==> config.mk <==
export PLATFORM = sky130hd
export DESIGN_NAME = ahb3lite_mem_slave_flat
export DESIGN_NICKNAME = d
export VERILOG_FILES = /design/src/rtl/ahb3lite_mem_slave_if.sv /design/src/rtl/ahb3lite_mem_slave.sv /design/src/flat_wrapper.sv
export SDC_FILE = /design/constraint.sdc
export NUM_CORES = 2
export LEC_CHECK = 0
export CAP_MARGIN = 0
export CORE_ASPECT_RATIO = 0.75
export CORE_MARGIN = 2
export CORE_UTILIZATION = 31
export CTS_BUF_LIST = sky130_fd_sc_hd__clkbuf_2
export DETAILED_ROUTE_END_ITERATION = 12
export PLACE_DENSITY = 0.44
export SETUP_SLACK_MARGIN = 0.5
export SYNTH_ARGS = -nofsm -noshare
export SYNTH_HDL_FRONTEND = slang
export SYNTH_SLANG_ARGS = --single-unit
==> constraint.sdc <==
create_clock -name HCLK -period 94 [get_ports HCLK]
set_input_delay 28.2 -clock HCLK [delete_from_list [all_inputs] [get_ports HCLK]]
set_output_delay 28.2 -clock HCLK [all_outputs]
set_load 0.01 [all_outputs]
==> src/rtl/ahb3lite_mem_slave_if.sv <==
// ahb3lite_mem_slave_if: AHB-Lite bus signals between a master and the memory responder.
interface ahb3lite_mem_slave_if;
   logic        HSEL;
   logic [31:0] HADDR;
   logic        HWRITE;
   logic [2:0]  HSIZE;
   logic [2:0]  HBURST;
   logic [1:0]  HTRANS;
   logic [31:0] HWDATA;
   logic        HREADY;
   logic        HREADYOUT;
   logic        HRESP;
   logic [31:0] HRDATA;
   modport master (
      output HSEL, HADDR, HWRITE, HSIZE, HBURST, HTRANS, HWDATA, HREADY,
      input  HREADYOUT, HRESP, HRDATA
   );
   modport slave (
      input  HSEL, HADDR, HWRITE, HSIZE, HBURST, HTRANS, HWDATA, HREADY,
      output HREADYOUT, HRESP, HRDATA
   );
endinterface

==> src/rtl/ahb3lite_mem_slave.sv <==
// ahb3lite_mem_slave: AHB-Lite word memory responder with programmable wait states and two-cycle ERROR.
module ahb3lite_mem_slave #(
   parameter logic [31:0] BASE  = 32'h0000_0000,
   parameter int          DEPTH = 64,
   parameter int          AW    = $clog2(DEPTH)
) (
   input  logic                 HCLK,
   input  logic                 HRESET,
   ahb3lite_mem_slave_if.slave  bus,
   input  logic [3:0]           i_wait_cycles,
   input  logic [AW-1:0]        i_dbg_addr,
   output logic [31:0]          o_dbg_data,
   output logic [15:0]          o_wr_count,
   output logic [15:0]          o_err_count
);
   typedef enum logic [2:0] {S_IDLE, S_WAIT, S_DATA, S_ERR1, S_ERR2} state_e;
   state_e        state_q;
   logic          ready_q;
   logic          resp_q;
   logic          wr_q;
   logic [3:0]    cnt_q;
   logic [AW-1:0] idx_q;
   logic [15:0]   wr_cnt_q;
   logic [15:0]   err_cnt_q;
   logic [31:0]   mem_q [DEPTH];
   logic [31:0]   off;
   logic          accept;
   logic          illegal;
   assign off     = bus.HADDR - BASE;
   assign accept  = bus.HSEL && bus.HREADY && bus.HTRANS[1];
   assign illegal = (off >= 32'(DEPTH)) || (bus.HSIZE != 3'b010);
   assign bus.HREADYOUT = ready_q;
   assign bus.HRESP     = resp_q;
   assign bus.HRDATA    = (state_q == S_DATA && !wr_q) ? mem_q[idx_q] : '0;
   assign o_dbg_data    = mem_q[i_dbg_addr];
   assign o_wr_count    = wr_cnt_q;
   assign o_err_count   = err_cnt_q;
   // Ready states (IDLE/DATA/ERR2) double as the address phase of the next transfer.
   always_ff @(posedge HCLK or posedge HRESET)
      if (HRESET) begin
         state_q   <= S_IDLE;
         ready_q   <= 1'b1;
         resp_q    <= 1'b0;
         wr_q      <= 1'b0;
         cnt_q     <= '0;
         idx_q     <= '0;
         wr_cnt_q  <= '0;
         err_cnt_q <= '0;
         for (int i = 0; i < DEPTH; i++) mem_q[i] <= '0;
      end else begin
         if (state_q == S_DATA && wr_q) begin
            mem_q[idx_q] <= bus.HWDATA;
            wr_cnt_q     <= wr_cnt_q + 16'd1;
         end
         if (state_q == S_ERR2) err_cnt_q <= err_cnt_q + 16'd1;
         case (state_q)
            S_WAIT:
               if (cnt_q == 4'd1) begin
                  state_q <= S_DATA;
                  ready_q <= 1'b1;
               end else cnt_q <= cnt_q - 4'd1;
            S_ERR1: begin
               state_q <= S_ERR2;
               ready_q <= 1'b1;
            end
            default:
               if (accept) begin
                  idx_q <= off[AW-1:0];
                  wr_q  <= bus.HWRITE;
                  cnt_q <= i_wait_cycles;
                  if (illegal) begin
                     state_q <= S_ERR1;
                     ready_q <= 1'b0;
                     resp_q  <= 1'b1;
                  end else begin
                     state_q <= (i_wait_cycles == 4'd0) ? S_DATA : S_WAIT;
                     ready_q <= (i_wait_cycles == 4'd0);
                     resp_q  <= 1'b0;
                  end
               end else begin
                  state_q <= S_IDLE;
                  ready_q <= 1'b1;
                  resp_q  <= 1'b0;
               end
         endcase
      end
endmodule
==> src/flat_wrapper.sv <==
// flat-port wrapper written by rule: the top's interface ports become plain ports
module ahb3lite_mem_slave_flat 
#(
   parameter logic [31:0] BASE  = 32'h0000_0000,
   parameter int          DEPTH = 64,
   parameter int          AW    = $clog2(DEPTH)
)
  (HCLK, HRESET, i_wait_cycles, i_dbg_addr, o_dbg_data, o_wr_count, o_err_count, bus_HSEL, bus_HADDR, bus_HWRITE, bus_HSIZE, bus_HBURST, bus_HTRANS, bus_HWDATA, bus_HREADY, bus_HREADYOUT, bus_HRESP, bus_HRDATA);
  ahb3lite_mem_slave_if bus_i ();
  input  logic HCLK;
  input  logic HRESET;
  input  logic [3:0] i_wait_cycles;
  input  logic [AW-1:0] i_dbg_addr;
  output logic [31:0] o_dbg_data;
  output logic [15:0] o_wr_count;
  output logic [15:0] o_err_count;
  input wire logic [$bits(bus_i.HSEL)-1:0] bus_HSEL;
  input wire logic [$bits(bus_i.HADDR)-1:0] bus_HADDR;
  input wire logic [$bits(bus_i.HWRITE)-1:0] bus_HWRITE;
  input wire logic [$bits(bus_i.HSIZE)-1:0] bus_HSIZE;
  input wire logic [$bits(bus_i.HBURST)-1:0] bus_HBURST;
  input wire logic [$bits(bus_i.HTRANS)-1:0] bus_HTRANS;
  input wire logic [$bits(bus_i.HWDATA)-1:0] bus_HWDATA;
  input wire logic [$bits(bus_i.HREADY)-1:0] bus_HREADY;
  output wire logic [$bits(bus_i.HREADYOUT)-1:0] bus_HREADYOUT;
  output wire logic [$bits(bus_i.HRESP)-1:0] bus_HRESP;
  output wire logic [$bits(bus_i.HRDATA)-1:0] bus_HRDATA;
  assign bus_i.HSEL = bus_HSEL;
  assign bus_i.HADDR = bus_HADDR;
  assign bus_i.HWRITE = bus_HWRITE;
  assign bus_i.HSIZE = bus_HSIZE;
  assign bus_i.HBURST = bus_HBURST;
  assign bus_i.HTRANS = bus_HTRANS;
  assign bus_i.HWDATA = bus_HWDATA;
  assign bus_i.HREADY = bus_HREADY;
  assign bus_HREADYOUT = bus_i.HREADYOUT;
  assign bus_HRESP = bus_i.HRESP;
  assign bus_HRDATA = bus_i.HRDATA;
  ahb3lite_mem_slave #(.BASE(BASE), .DEPTH(DEPTH), .AW(AW)) u_core (.HCLK(HCLK), .HRESET(HRESET), .bus(bus_i), .i_wait_cycles(i_wait_cycles), .i_dbg_addr(i_dbg_addr), .o_dbg_data(o_dbg_data), .o_wr_count(o_wr_count), .o_err_count(o_err_count));
endmodule
# [Yosys cells after proc, flatten, opt, wreduce, memory -nomap -nowiden]
# Cells that the tools add are included.
[totals] ff_bits=2096 inputBits=87 output_inout_bits=98 word_cells=127
[op_classes] addsub=3 n_lt_le_gt_ge=4 n_eq_ne=8 n_mux=24 n_bitwise=4 reduce_logical=12
[op_table] cell="bitwise mux 2048 bit" count=1
[op_table] cell="binary-select mux 32 bit (select 6 bit)" count=2
[op_table] cell="demux 32 bit (select 6 bit)" count=1
[op_table] cell="two-way mux 32 bit" count=6
[op_table] cell="adder 16 x 1 -> 16 bit (second input constant)" count=2
[op_table] cell=">= comparator 32 x 7 -> 1 bit (second input constant)" count=1
[op_table] cell=">= comparator 7 bit (second input constant)" count=2
[op_table] cell="NOT 6 -> 7 bit" count=2
[op_table] cell="two-way mux 3 bit" count=3
[op_table] cell="two-way mux 4 bit" count=2
[op_table] cell="one-hot mux 4 bit (2 select lines)" count=1
[op_table] cell="less-than comparator 7 x 1 -> 1 bit (second input constant)" count=1
[op_table] cell="equality test 3 x 2 -> 1 bit (second input constant)" count=2
[op_table] cell="one-hot mux 3 bit (2 select lines)" count=1
[op_table] cell="logical AND 1 bit" count=5
[op_table] cell="two-way mux 1 bit" count=5
[op_table] cell="equality test 4 x 1 -> 1 bit (second input constant)" count=1
[op_table] cell="logical NOT 4 bit" count=1
[op_table] cell="subtractor 4 x 1 -> 4 bit (second input constant)" count=1
[op_table] cell="equality test 3 x 1 -> 1 bit (second input constant)" count=1
[op_table] cell="equality test 3 bit (second input constant)" count=1
[op_table] cell="inequality test 3 x 2 -> 1 bit (second input constant)" count=1
[op_table] cell="AND reduction 3 bit" count=1
[op_table] cell="two-way mux 2 bit" count=1
[op_table] cell="other kinds (9)" count=10

# [Logic depth before layout (Yosys ltp)]
[logic_depth] word_depth=6 depth_mapped=11 mapped_depth_nobuf=6

# [Worst setup path after synthesis]
# Ideal clock, no wire load.
[synth_timing] kind="input to output" from="input port i_dbg_addr[0]" to="output port o_dbg_data[16]" arrival_time_ns=30.102 t_required_ns=65.800 slack_ns=35.698 path_stages=8 n_path_buf=4 cell_sequence="buf_2 buf_6 buf_2 buf_2 mux4_2 mux4_2 a21oi_1 o211ai_1"
[synth_between] elab_chain_len=4
[synth_rtl] element="start, declared" line="flat_wrapper.sv:13" text="input logic [AW-1:0] i_dbg_addr;"
[synth_rtl] element="NOT 6 -> 7 bit (not written as such)" line="ahb3lite_mem_slave.sv:35" text="assign o_dbg_data = mem_q[i_dbg_addr];"
[synth_rtl] element="binary-select mux 32 bit (select 6 bit)" line="ahb3lite_mem_slave.sv:35"
[synth_rtl] element="two-way mux 32 bit (not written as such) (2 in a row)" line="ahb3lite_mem_slave.sv:35"
[synth_rtl] element="end, declared" line="flat_wrapper.sv:14" text="output logic [31:0] o_dbg_data;"
# No other way between the ends. The select of a mux whose other input is x is not followed.

# [Worst setup path in the final report]
[layout_timing] from="input port i_dbg_addr[0]" to="output port o_dbg_data[6]"
# The elaborated chain is that of the path after synthesis.

==> summary.md <==
| Metric | Value |
|---|---|
| Status | `finished, final reports clean` |
| Area Growth Syn to Fin | `9.010%` |
| CTS root buffer | `clkbuf_2` |
| Post-synthesis compound-gate area fraction | `7.041%` |
| Routability-driven placement congestion ratio | `0.8370` |
| Simple-gate share of the synthesized area | `2.573%` |
| Dpl hpwl | `297,100 microns` |
| Initial Utilization | `31.11%` |
| Clock Latency Late Sink | `1.82 ns` |
| Fin cells | `13.34k` |
| Fill count | `35.82k` |
| Synthesis-stage register bit count | `2,096` |
| Arrival @ worst endpoint | `33.84 ns` |
| Crit-path max FO | `73` |
| Final net count | `8,164` |
| Routed vias/inst | `6.137` |
| H-Tree Depth | `6` |
| CP required | `65.80 ns` |
| Die ar. | `370,600 sq um` |
| Crit end category | `output pin` |
| RSZ-0062 raised after global routing | `no` |
| Max-slew violations | `0` |
| Reg-to-reg slack, setup | `87.03 ns` |
| Fin. Hold Viols | `0` |
| First-pass GRT wire length | `711,600 microns` |
| Final setup viols | `0` |
| Die Span Y | `527.7 microns` |
| Crit-path max cell delay | `0.92 ns` |
| Drt total wl | `523,300 microns` |
| Worst path cell trace | `buf_8, buf_12, buf_4, buf_4, buf_4, mux4_2, nand3b_1, o211ai_1, o21ai_0, a21oi_1, clkdlybuf4s50_1` |
| # Post-CTS Setup Buffers | `0` |
| Power per cell area | `24.49 nW/um^2` |
| Die width | `702.3 microns` |
| Number of global-route vias before repair | `81.57k` |
| Leak | `0.05101 uW` |
| Worst Hold Class | `reg -> reg` |
| Core Util, Final | `33.91%` |
| Max-cap violations | `0` |
| Most used cell, CP | `buf_4` |
| Clk pin slew, worst setup/hold paths | `0.10 ns` |
| Share of layout cells above drive strength 1 | `48.82%` |
| Io pins | `185` |
| Part of the cycle the worst path needs | `66.00%` |
| Top_reg_cell synth | `dfrtp_1` |
| Max Fclk | `16.12 MHz` |
| Hold_buf cts | `0` |
| Mapped Cells | `7,958` |
| Main combinational cell family by area after synthesis | `multiplexers` |
| Buffers added on ports | `180` |
| Rows | `192` |
| DR pass1 iterations | `5` |
| CTS Buffer Depth | `4` |
| Cell Area, Synth | `113,400 sq um` |
| Rel. slew slack | `12.46%` |
| Worst-Margin Slew | `1.313 ns` |
| CP Launch Type | `input port` |
| Dpl cells | `12.35k` |
| Largest net degree at the start of global routing | `141` |
| Synth async-reset ratio | `100.0%` |
| CORE AREA | `364,400 sq um` |
| Warnings, synthesis | `0` |
| DRC Markers | `0` |
| Seq/Total Area, Yosys | `46.27%` |
| Worst hold slack | `0.4703 ns` |
| Cell variety after synth | `76` |
| Mux contribution to synthesized area | `39.52%` |
| DR vias | `81.84k` |
| CTS tree | `yes` |
| Setup TNS | `0 ns` |
| Minimum clock period | `62.04 ns` |
| Antenna violations before repair | `76` |
| VDD IR max | `17.77 uV` |
| Mean area per synthesized cell | `14.24 sq um` |
| Clock Sinks | `2,096` |
| Synth Area in Adders | `0.04415%` |
| Kind of critical path | `in -> out` |
| WL/cell | `39.24 microns` |
| PostCTS Resize Cnt | `0` |
| Number of flops mapped to enable cells by yosys | `0` |
| Post-Route Skew | `0.1170 ns` |
| Total grt overflow | `0` |
| Slowest cell on the critical path | `a21oi_1` |
| Tot GR Track Use | `27.64%` |
| DRT iter0 DRCs | `10.04k` |
| Final ANT Viol Nets | `0` |
| Syn_nets | `8,049` |
| Xor-xnor portion of the synthesized cell area | `0.2318%` |
| Num CTS Buffers | `573` |
metrics by stage:
step	area, sq um	setup slack (ns)	total power, uW
detailed placement	118600	31.89	2329
global route	123500	31.47	3143
floorplan	113400	6.591	1852
CTS	123500	31.89	3021
global placement	118600	31.87	2315
finish	123600	31.96	3027
report_power, final:
part | leakage (uW) | switching [uW] | total [uW] | internal, uW
logic | 0.0221 | 734 | 1200 | 462
registers | 0.0251 | 112 | 1140 | 1030
clock network | 0.00388 | 429 | 687 | 258
total | 0.0510 | 1280 | 3030 | 1750
final cells by class:
cell class	count	area, sq um	share of cell area (%)
diodes	28	70.07	0.05670
repair buffers	421	3601	2.914
clock buffers	862	4314	3.491
multi-input cells	4970	56430	45.66
flip-flops and latches	2096	52460	42.45
clock inverters	98	565.5	0.4577
well taps	4850	6068	4.911
inverters	11	66.31	0.05366
registers in the layout, indices dropped and copies added (netlist names):
signal                count
u_core.o_wr_count        16
u_core.mem_q           2048
u_core.idx_q              6
u_core.cnt_q              4
u_core.bus.HREADYOUT      1
u_core.bus.HRESP          1
u_core.o_err_count       16
u_core.wr_q               1
u_core.state_q            3
critical path: cells and delay by family:
kind,cells,cell delay (ns)
compound gates,3,1.46
mux,1,0.30
buf+inv,6,3.52
simple gates,1,0.09
cell usage in the layout (no fill, tap or decap), drive strengths merged, types with 11 or more instances in the layout:
cell	instances
a211oi	56
a21oi	201
a221o	35
a221oi	203
a22o	21
a22oi	182
a31oi	34
and2	11
and3	12
buf	279
clkbuf	862
clkdlybuf4s50	142
clkinv	69
dfrtp	2095
diode	28
inv	31
mux2	2276
mux2i	273
mux4	721
nand2	196
nand2b	13
nand3	42
nand4	14
nor2	152
nor2b	57
nor3	14
o211ai	20
o21ai	109
o221ai	25
o22a	14
o22ai	120
o2bb2ai	22
xnor2	23
synth_stat cells (35+ instances only):
master | count | area (sq um)
dfrtp_1 | 2095 | 52430
mux2_2 | 2049 | 23070
mux4_2 | 721 | 16240
clkbuf_1 | 325 | 1220
buf_2 | 299 | 1496
mux2i_1 | 273 | 2733
a221oi_1 | 203 | 1778
a21oi_1 | 201 | 1006
a22oi_1 | 182 | 1366
mux2_1 | 175 | 1971
nand2_1 | 154 | 578.1
nor2_1 | 147 | 551.8
buf_6 | 122 | 1374
o22ai_1 | 120 | 750.7
o21ai_0 | 108 | 540.5
buf_4 | 70 | 525.5
buf_1 | 64 | 240.2
nor2b_1 | 57 | 356.6
a211oi_1 | 56 | 420.4
mux2_4 | 52 | 780.8
nand2_4 | 42 | 473.0
nand3_1 | 41 | 205.2
a221o_1 | 35 | 350.3
kinds of logic (layout without fill, tap and decap cells):
| kind of cell | after synthesis | count (layout) |
|---|---|---|
| AO/OA/AOI/OAI | 1119 | 1119 |
| XOR/XNOR | 30 | 30 |
| AND/OR/NAND/NOR | 547 | 547 |
| flip-flops | 2096 | 2096 |
| multiplexers | 3270 | 3270 |
| buffers and inverters | 892 | 1392 |
| adder cells (fa/ha/maj) | 4 | 4 |
| other | 0 | 28 |
layer usage:
metal  GRT usage [%]  up-vias  routed length [microns]
met5          0.2338        -                      168
met4           10.93        8                    21680
met3           7.686     1044                    52300
met2           39.57     4834                   221400
met1           39.29    44590                   227800
li1                -    31370                        -
final timing paths:
kind                       cells past startpoint                 start                    to
max                                           11         i_dbg_addr[0]         o_dbg_data[6]
min                                            2  u_core.bus.HREADYOUT  u_core.bus.HREADYOUT
max reg2reg                                    9       u_core.idx_q[2]    u_core.mem_q[1364]
min reg2reg                                    2  u_core.bus.HREADYOUT  u_core.bus.HREADYOUT
max in group asynchronous                      7                HRESET     u_core.mem_q[133]
min in group asynchronous                      2                HRESET    u_core.mem_q[1580]
Power figures use the tool's default switching activity.
